## src/rtl/piso_pkg.sv

```systemverilog
// Shared types and helpers for the parallel-in serial-out frame transmitter.
package piso_pkg;

  typedef enum logic [2:0] {
    StIdle,
    StStart,
    StData,
    StParity,
    StStop
  } tx_state_e;

  function automatic int unsigned frame_len(input int unsigned data_w,
                                            input int unsigned parity_en,
                                            input int unsigned stop_bits);
    return 1 + data_w + parity_en + stop_bits;
  endfunction

endpackage

```

## src/rtl/piso_shift_core.sv

```systemverilog
// Loadable payload shift register; presents the next line bit at ser_out.
module piso_shift_core #(
  parameter int unsigned WIDTH     = 8,
  parameter int unsigned MSB_FIRST = 0
) (
  input  logic             SRclk,
  input  logic             reset,
  input  logic             load,
  input  logic             shift,
  input  logic [WIDTH-1:0] load_data,
  output logic             ser_out
);

  logic [WIDTH-1:0] sr_q, sr_d;

  always_comb begin
    sr_d = sr_q;
    if (load) begin
      sr_d = load_data;
    end else if (shift) begin
      if (MSB_FIRST != 0) begin
        sr_d = {sr_q[WIDTH-2:0], 1'b0};
      end else begin
        sr_d = {1'b0, sr_q[WIDTH-1:1]};
      end
    end
  end

  always_ff @(posedge SRclk or posedge reset) begin
    if (reset) begin
      sr_q <= '0;
    end else begin
      sr_q <= sr_d;
    end
  end

  assign ser_out = (MSB_FIRST != 0) ? sr_q[WIDTH-1] : sr_q[0];

endmodule

```

## src/rtl/piso_frame_tx.sv

```systemverilog
// Framed serial transmitter: one-entry holding buffer, frame FSM and parity around a shift core.
module piso_frame_tx #(
  parameter int unsigned DATA_W     = 8,
  parameter int unsigned PARITY_EN  = 0,
  parameter int unsigned PARITY_ODD = 0,
  parameter int unsigned STOP_BITS  = 1,
  parameter int unsigned MSB_FIRST  = 0
) (
  input  logic              SRclk,
  input  logic              reset,
  input  logic [DATA_W-1:0] data_in,
  input  logic              in_valid,
  output logic              in_ready,
  output logic              data_out,
  output logic              busy,
  output logic              tx_done
);
  import piso_pkg::*;

  localparam int unsigned FrameLen = frame_len(DATA_W, PARITY_EN, STOP_BITS);
  localparam int unsigned CntW     = $clog2(DATA_W + 1);
  localparam int unsigned PosW     = $clog2(FrameLen);

  tx_state_e        state_q, state_d;
  logic [DATA_W-1:0] buf_q, buf_d;
  logic             buf_full_q, buf_full_d;
  logic             par_q, par_d;
  logic [CntW-1:0]  bit_cnt_q, bit_cnt_d;
  logic [PosW-1:0]  pos_q, pos_d;
  logic             data_out_q, data_out_d;
  logic             tx_done_q, tx_done_d;
  logic             load, shift, ser, start_frame;

  piso_shift_core #(
    .WIDTH    (DATA_W),
    .MSB_FIRST(MSB_FIRST)
  ) u_shift (
    .SRclk    (SRclk),
    .reset    (reset),
    .load     (load),
    .shift    (shift),
    .load_data(buf_q),
    .ser_out  (ser)
  );

  always_comb begin
    state_d     = state_q;
    buf_d       = buf_q;
    buf_full_d  = buf_full_q;
    par_d       = par_q;
    bit_cnt_d   = bit_cnt_q;
    pos_d       = pos_q;
    data_out_d  = data_out_q;
    tx_done_d   = 1'b0;
    load        = 1'b0;
    shift       = 1'b0;
    start_frame = 1'b0;

    if (in_valid && !buf_full_q) begin
      buf_d      = data_in;
      buf_full_d = 1'b1;
    end

    unique case (state_q)
      StIdle: begin
        data_out_d  = 1'b1;
        start_frame = buf_full_q;
      end
      StStart: begin
        state_d    = StData;
        data_out_d = ser;
        shift      = 1'b1;
        bit_cnt_d  = '0;
        pos_d      = pos_q + 1'b1;
      end
      StData: begin
        pos_d = pos_q + 1'b1;
        if (bit_cnt_q == CntW'(DATA_W - 1)) begin
          if (PARITY_EN != 0) begin
            state_d    = StParity;
            data_out_d = par_q;
          end else begin
            state_d    = StStop;
            data_out_d = 1'b1;
          end
        end else begin
          bit_cnt_d  = bit_cnt_q + 1'b1;
          data_out_d = ser;
          shift      = 1'b1;
        end
      end
      StParity: begin
        state_d    = StStop;
        data_out_d = 1'b1;
        pos_d      = pos_q + 1'b1;
      end
      StStop: begin
        data_out_d = 1'b1;
        if (pos_q == PosW'(FrameLen - 1)) begin
          tx_done_d   = 1'b1;
          state_d     = StIdle;
          start_frame = buf_full_q;
        end else begin
          pos_d = pos_q + 1'b1;
        end
      end
      default: begin
        state_d    = StIdle;
        data_out_d = 1'b1;
      end
    endcase

    // Buffer full at idle or final stop: chain straight into the next start bit.
    if (start_frame) begin
      load       = 1'b1;
      buf_full_d = 1'b0;
      par_d      = (^buf_q) ^ (PARITY_ODD != 0);
      state_d    = StStart;
      data_out_d = 1'b0;
      bit_cnt_d  = '0;
      pos_d      = '0;
    end
  end

  always_ff @(posedge SRclk or posedge reset) begin
    if (reset) begin
      state_q    <= StIdle;
      buf_q      <= '0;
      buf_full_q <= 1'b0;
      par_q      <= 1'b0;
      bit_cnt_q  <= '0;
      pos_q      <= '0;
      data_out_q <= 1'b1;
      tx_done_q  <= 1'b0;
    end else begin
      state_q    <= state_d;
      buf_q      <= buf_d;
      buf_full_q <= buf_full_d;
      par_q      <= par_d;
      bit_cnt_q  <= bit_cnt_d;
      pos_q      <= pos_d;
      data_out_q <= data_out_d;
      tx_done_q  <= tx_done_d;
    end
  end

  assign in_ready = ~buf_full_q;
  assign busy     = (state_q != StIdle);
  assign data_out = data_out_q;
  assign tx_done  = tx_done_q;

endmodule

```

## config.mk

```make
export PLATFORM = sky130hd
export DESIGN_NAME = piso_frame_tx
export DESIGN_NICKNAME = d
export VERILOG_FILES = /design/src/rtl/piso_pkg.sv /design/src/rtl/piso_shift_core.sv /design/src/rtl/piso_frame_tx.sv
export SDC_FILE = /design/constraint.sdc
export NUM_CORES = 1
export LEC_CHECK = 0
export ABC_AREA = 1
export CAP_MARGIN = 15
export CORE_ASPECT_RATIO = 0.6
export CORE_MARGIN = 1
export CORE_UTILIZATION = 53
export CTS_CLUSTER_DIAMETER = 60
export DETAILED_ROUTE_END_ITERATION = 8
export PLACE_DENSITY = 0.78
export SYNTH_ARGS = -nofsm -noshare
export SYNTH_HDL_FRONTEND = slang
export SYNTH_SLANG_ARGS = --single-unit
```

## constraint.sdc

```tcl
create_clock -name SRclk -period 1.8 [get_ports SRclk]
set_input_delay 0.36 -clock SRclk [delete_from_list [all_inputs] [get_ports SRclk]]
set_output_delay 0.36 -clock SRclk [all_outputs]
set_load 0.01 [all_outputs]
```

==> flow_metrics.env <==
export IMPL_design_final_nets=208
export IMPL_seq_area_frac_synth_pct=49.14
export IMPL_grt_pass1_wl_um=5195
export IMPL_drive_above_1_share_pct=21.03
export IMPL_fp_coreArea_mm2=0.002610
export IMPL_clock_path_buffers=2
export IMPL_synth_top_cells_by_area="dfrtp_1 47%, nand2_1 16%, nand3_1 6.2%"
export IMPL_max_freq_mhz=572.2
export IMPL_critPathRequiredTime_ps=1440
export IMPL_grt_max_degree=22
export IMPL_area_growth_pct=18.97
export IMPL_n_antenna_cell=0
export IMPL_cts_reportedPaths_clkPinSlew_ps=60
export IMPL_clock_latency_ps=290
export IMPL_yosysTopAreaCellShare_pct=47.42
export IMPL_power_density_mw_per_mm2=1769
export IMPL_mostFrequentLayoutCells="65 x nand2_1, 27 x dfrtp_1, 19 x nand3_1, 14 x clkdlybuf4s50_1"
export IMPL_syn_area_per_cell_um2=8.897
export IMPL_numCtsBuffers=5
export IMPL_wire_per_inst_um=13.52
export IMPL_cp_cell_sequence="nor2_4 -> nand2_1 -> clkdlybuf4s50_1"
export IMPL_crit_arrival_ps=1390
export IMPL_grtUsageTotal_pct=23.22
export IMPL_layout_commonest_cell="nand2_1"
export IMPL_initial_core_util_pct=58.63
export IMPL_cellLeakagePower_nw=0.9165
export IMPL_finClkSkew_ps=3.819
export IMPL_ys_ff_latch=30
export IMPL_hold_viol_final=0
export IMPL_cts_root_buffer="clkbuf_8"
export IMPL_grt_overflow=0
export IMPL_die_w_um=71.37
export IMPL_gp_congestion=0.8108
export IMPL_ys_types=27
export IMPL_crit_family="buffers and inverters"
export IMPL_postSynthCellCount=172
export IMPL_whs_ps=358.9
export IMPL_cpMaxStageDelayCell="clkdlybuf4s50_1"
export IMPL_min_period_over_period_pct=97.09
export IMPL_ctsHtreeMaxLevel=2
export IMPL_rsz0062_at_grt="no"
export IMPL_die_h_um=43.62
export IMPL_row_count=14
export IMPL_start_kind="flop"
export IMPL_tritoncts="done"
export IMPL_dr_pass1_iters=4
export IMPL_totalWireLength_um=3068
export IMPL_io_buffers=14
export IMPL_worstSetupPathType="reg2out"
export IMPL_max_stage_delay_ps=470
export IMPL_antenna_found_initial=0
export IMPL_cts_sinks=30
export IMPL_antenna_left=0
export IMPL_slew_headroom_pct=67.86
export IMPL_drc=0
export IMPL_die_area_mm2=0.003113
export IMPL_hold_class="in2async"
export IMPL_vdd_drop_max_mv=0.9388
export IMPL_synth_area_leader_cell="dfrtp_1"
export IMPL_hpwlAfterDp_um=2259
export IMPL_dp_slack_ps=212.6
export IMPL_grt_pass1_vias=1128
export IMPL_max_cap_viol_count=0
export IMPL_cp_max_fo=4
export IMPL_vias_per_cell=5.392
export IMPL_netlist_area_mm2=0.001530
export IMPL_drv_slew=0
export IMPL_route_vias_total=1224
export IMPL_fin_ws_ps=52.41
export IMPL_status="finished clean"
export IMPL_first_iter_violations=64
export IMPL_num_io_pins=15
export IMPL_period_minus_slack_ps=1748
export IMPL_finalSetupViolCount=0
export IMPL_tns_ps=0
export IMPL_crit_path_end_kind="primary output"
export IMPL_crit_buf_inv=1
export IMPL_yosys_warnings=0
export IMPL_max_slew_worst_pin_slew_ps=477.0
export IMPL_synth_nets=186
## layer usage
metal	up-vias	share of wire, %	global-route usage, %
li1	597	-	-
met1	586	50	30.90
met2	37	44	33.90
met3	4	5.7	10.23
met4	0	0.81	8.800
met5	-	0	0
## area by class of cell
class | instances | area [µm²]
Tap cell | 32 | 40.04
Clock buffer | 7 | 86.33
Sequential cell | 30 | 754.5
Multi-Input combinational cell | 129 | 713.2
Inverter | 11 | 46.29
Timing Repair Buffer | 17 | 175.2
Fill cell | 204 | 789.5
Clock inverter | 1 | 5.005
## sequential cells by signal, indices dropped and copies added (netlist names)
signal,cells
bit_cnt_q,4
buf_full_q,1
buf_q,8
data_out,1
pos_q,4
state_q,3
tx_done,1
u_shift.sr_q,8
## path summary, 6_finish.rpt
check | slack, ps | depth (start not counted) | startpoint | end
max | 50 | 3 | state_q[1] | busy
min | 360 | 2 | reset | buf_q[5]
max reg2reg | 210 | 8 | pos_q[1] | u_shift.sr_q[4]
min reg2reg | 500 | 2 | bit_cnt_q[3] | bit_cnt_q[3]
max in group asynchronous | 920 | 3 | reset | data_out
min in group SRclk | 500 | 2 | bit_cnt_q[3] | bit_cnt_q[3]
## metrics by stage
stage	cell area [µm²]	utilization (%)	std cells	total power [W]
final	1821	69.75	227	0.003221
after floorplan	1530	-	172	0.002259
after global placement	1719	65.87	218	0.002556
after CTS	1818	69.65	227	0.003216
after global routing	1821	69.75	227	0.003476
after detailed placement	1719	65.87	218	0.002624
## cell families (layout without fill, tap and decap cells)
kind of cell	after synthesis	after routing	synth area share, %
simple gates	111	111	34.59
flops	30	30	49.14
buf+inv	13	36	4.252
mux	8	8	5.887
compound gates	6	6	3.107
fa+ha+maj	3	3	2.453
xor+xnor	1	1	0.5725
## power by group
group	total, W	switching (W)	internal [W]	leakage, nW
registers	0.00119	0.000233	0.000961	0.376
clock network	0.000558	0.000250	0.000308	0.0482
logic	0.00147	0.000889	0.000579	0.492
total	0.00322	0.00137	0.00185	0.916
## cells in the mapped netlist, drive strengths merged
master / count
dfstp: 1
or2: 1
nand3: 21
nand2: 73
nand3b: 2
nor3: 1
inv: 11
dfrtp: 29
nor2: 10
mux2: 8
a21oi: 3
xnor2: 1
o21ai: 2
buf: 2
nand4: 3
ha: 3
o21bai: 1
## repair_timing
item,in CTS,in global routing
resized for setup,0,2
pin swaps,1,0
hold buffers,0,0
endpoints found under the setup margin,1,1
cloned,0,0
hold endpoints to repair,0,0
setup buffers,1,0
No activity file was read; power rests on OpenSTA's default activity.
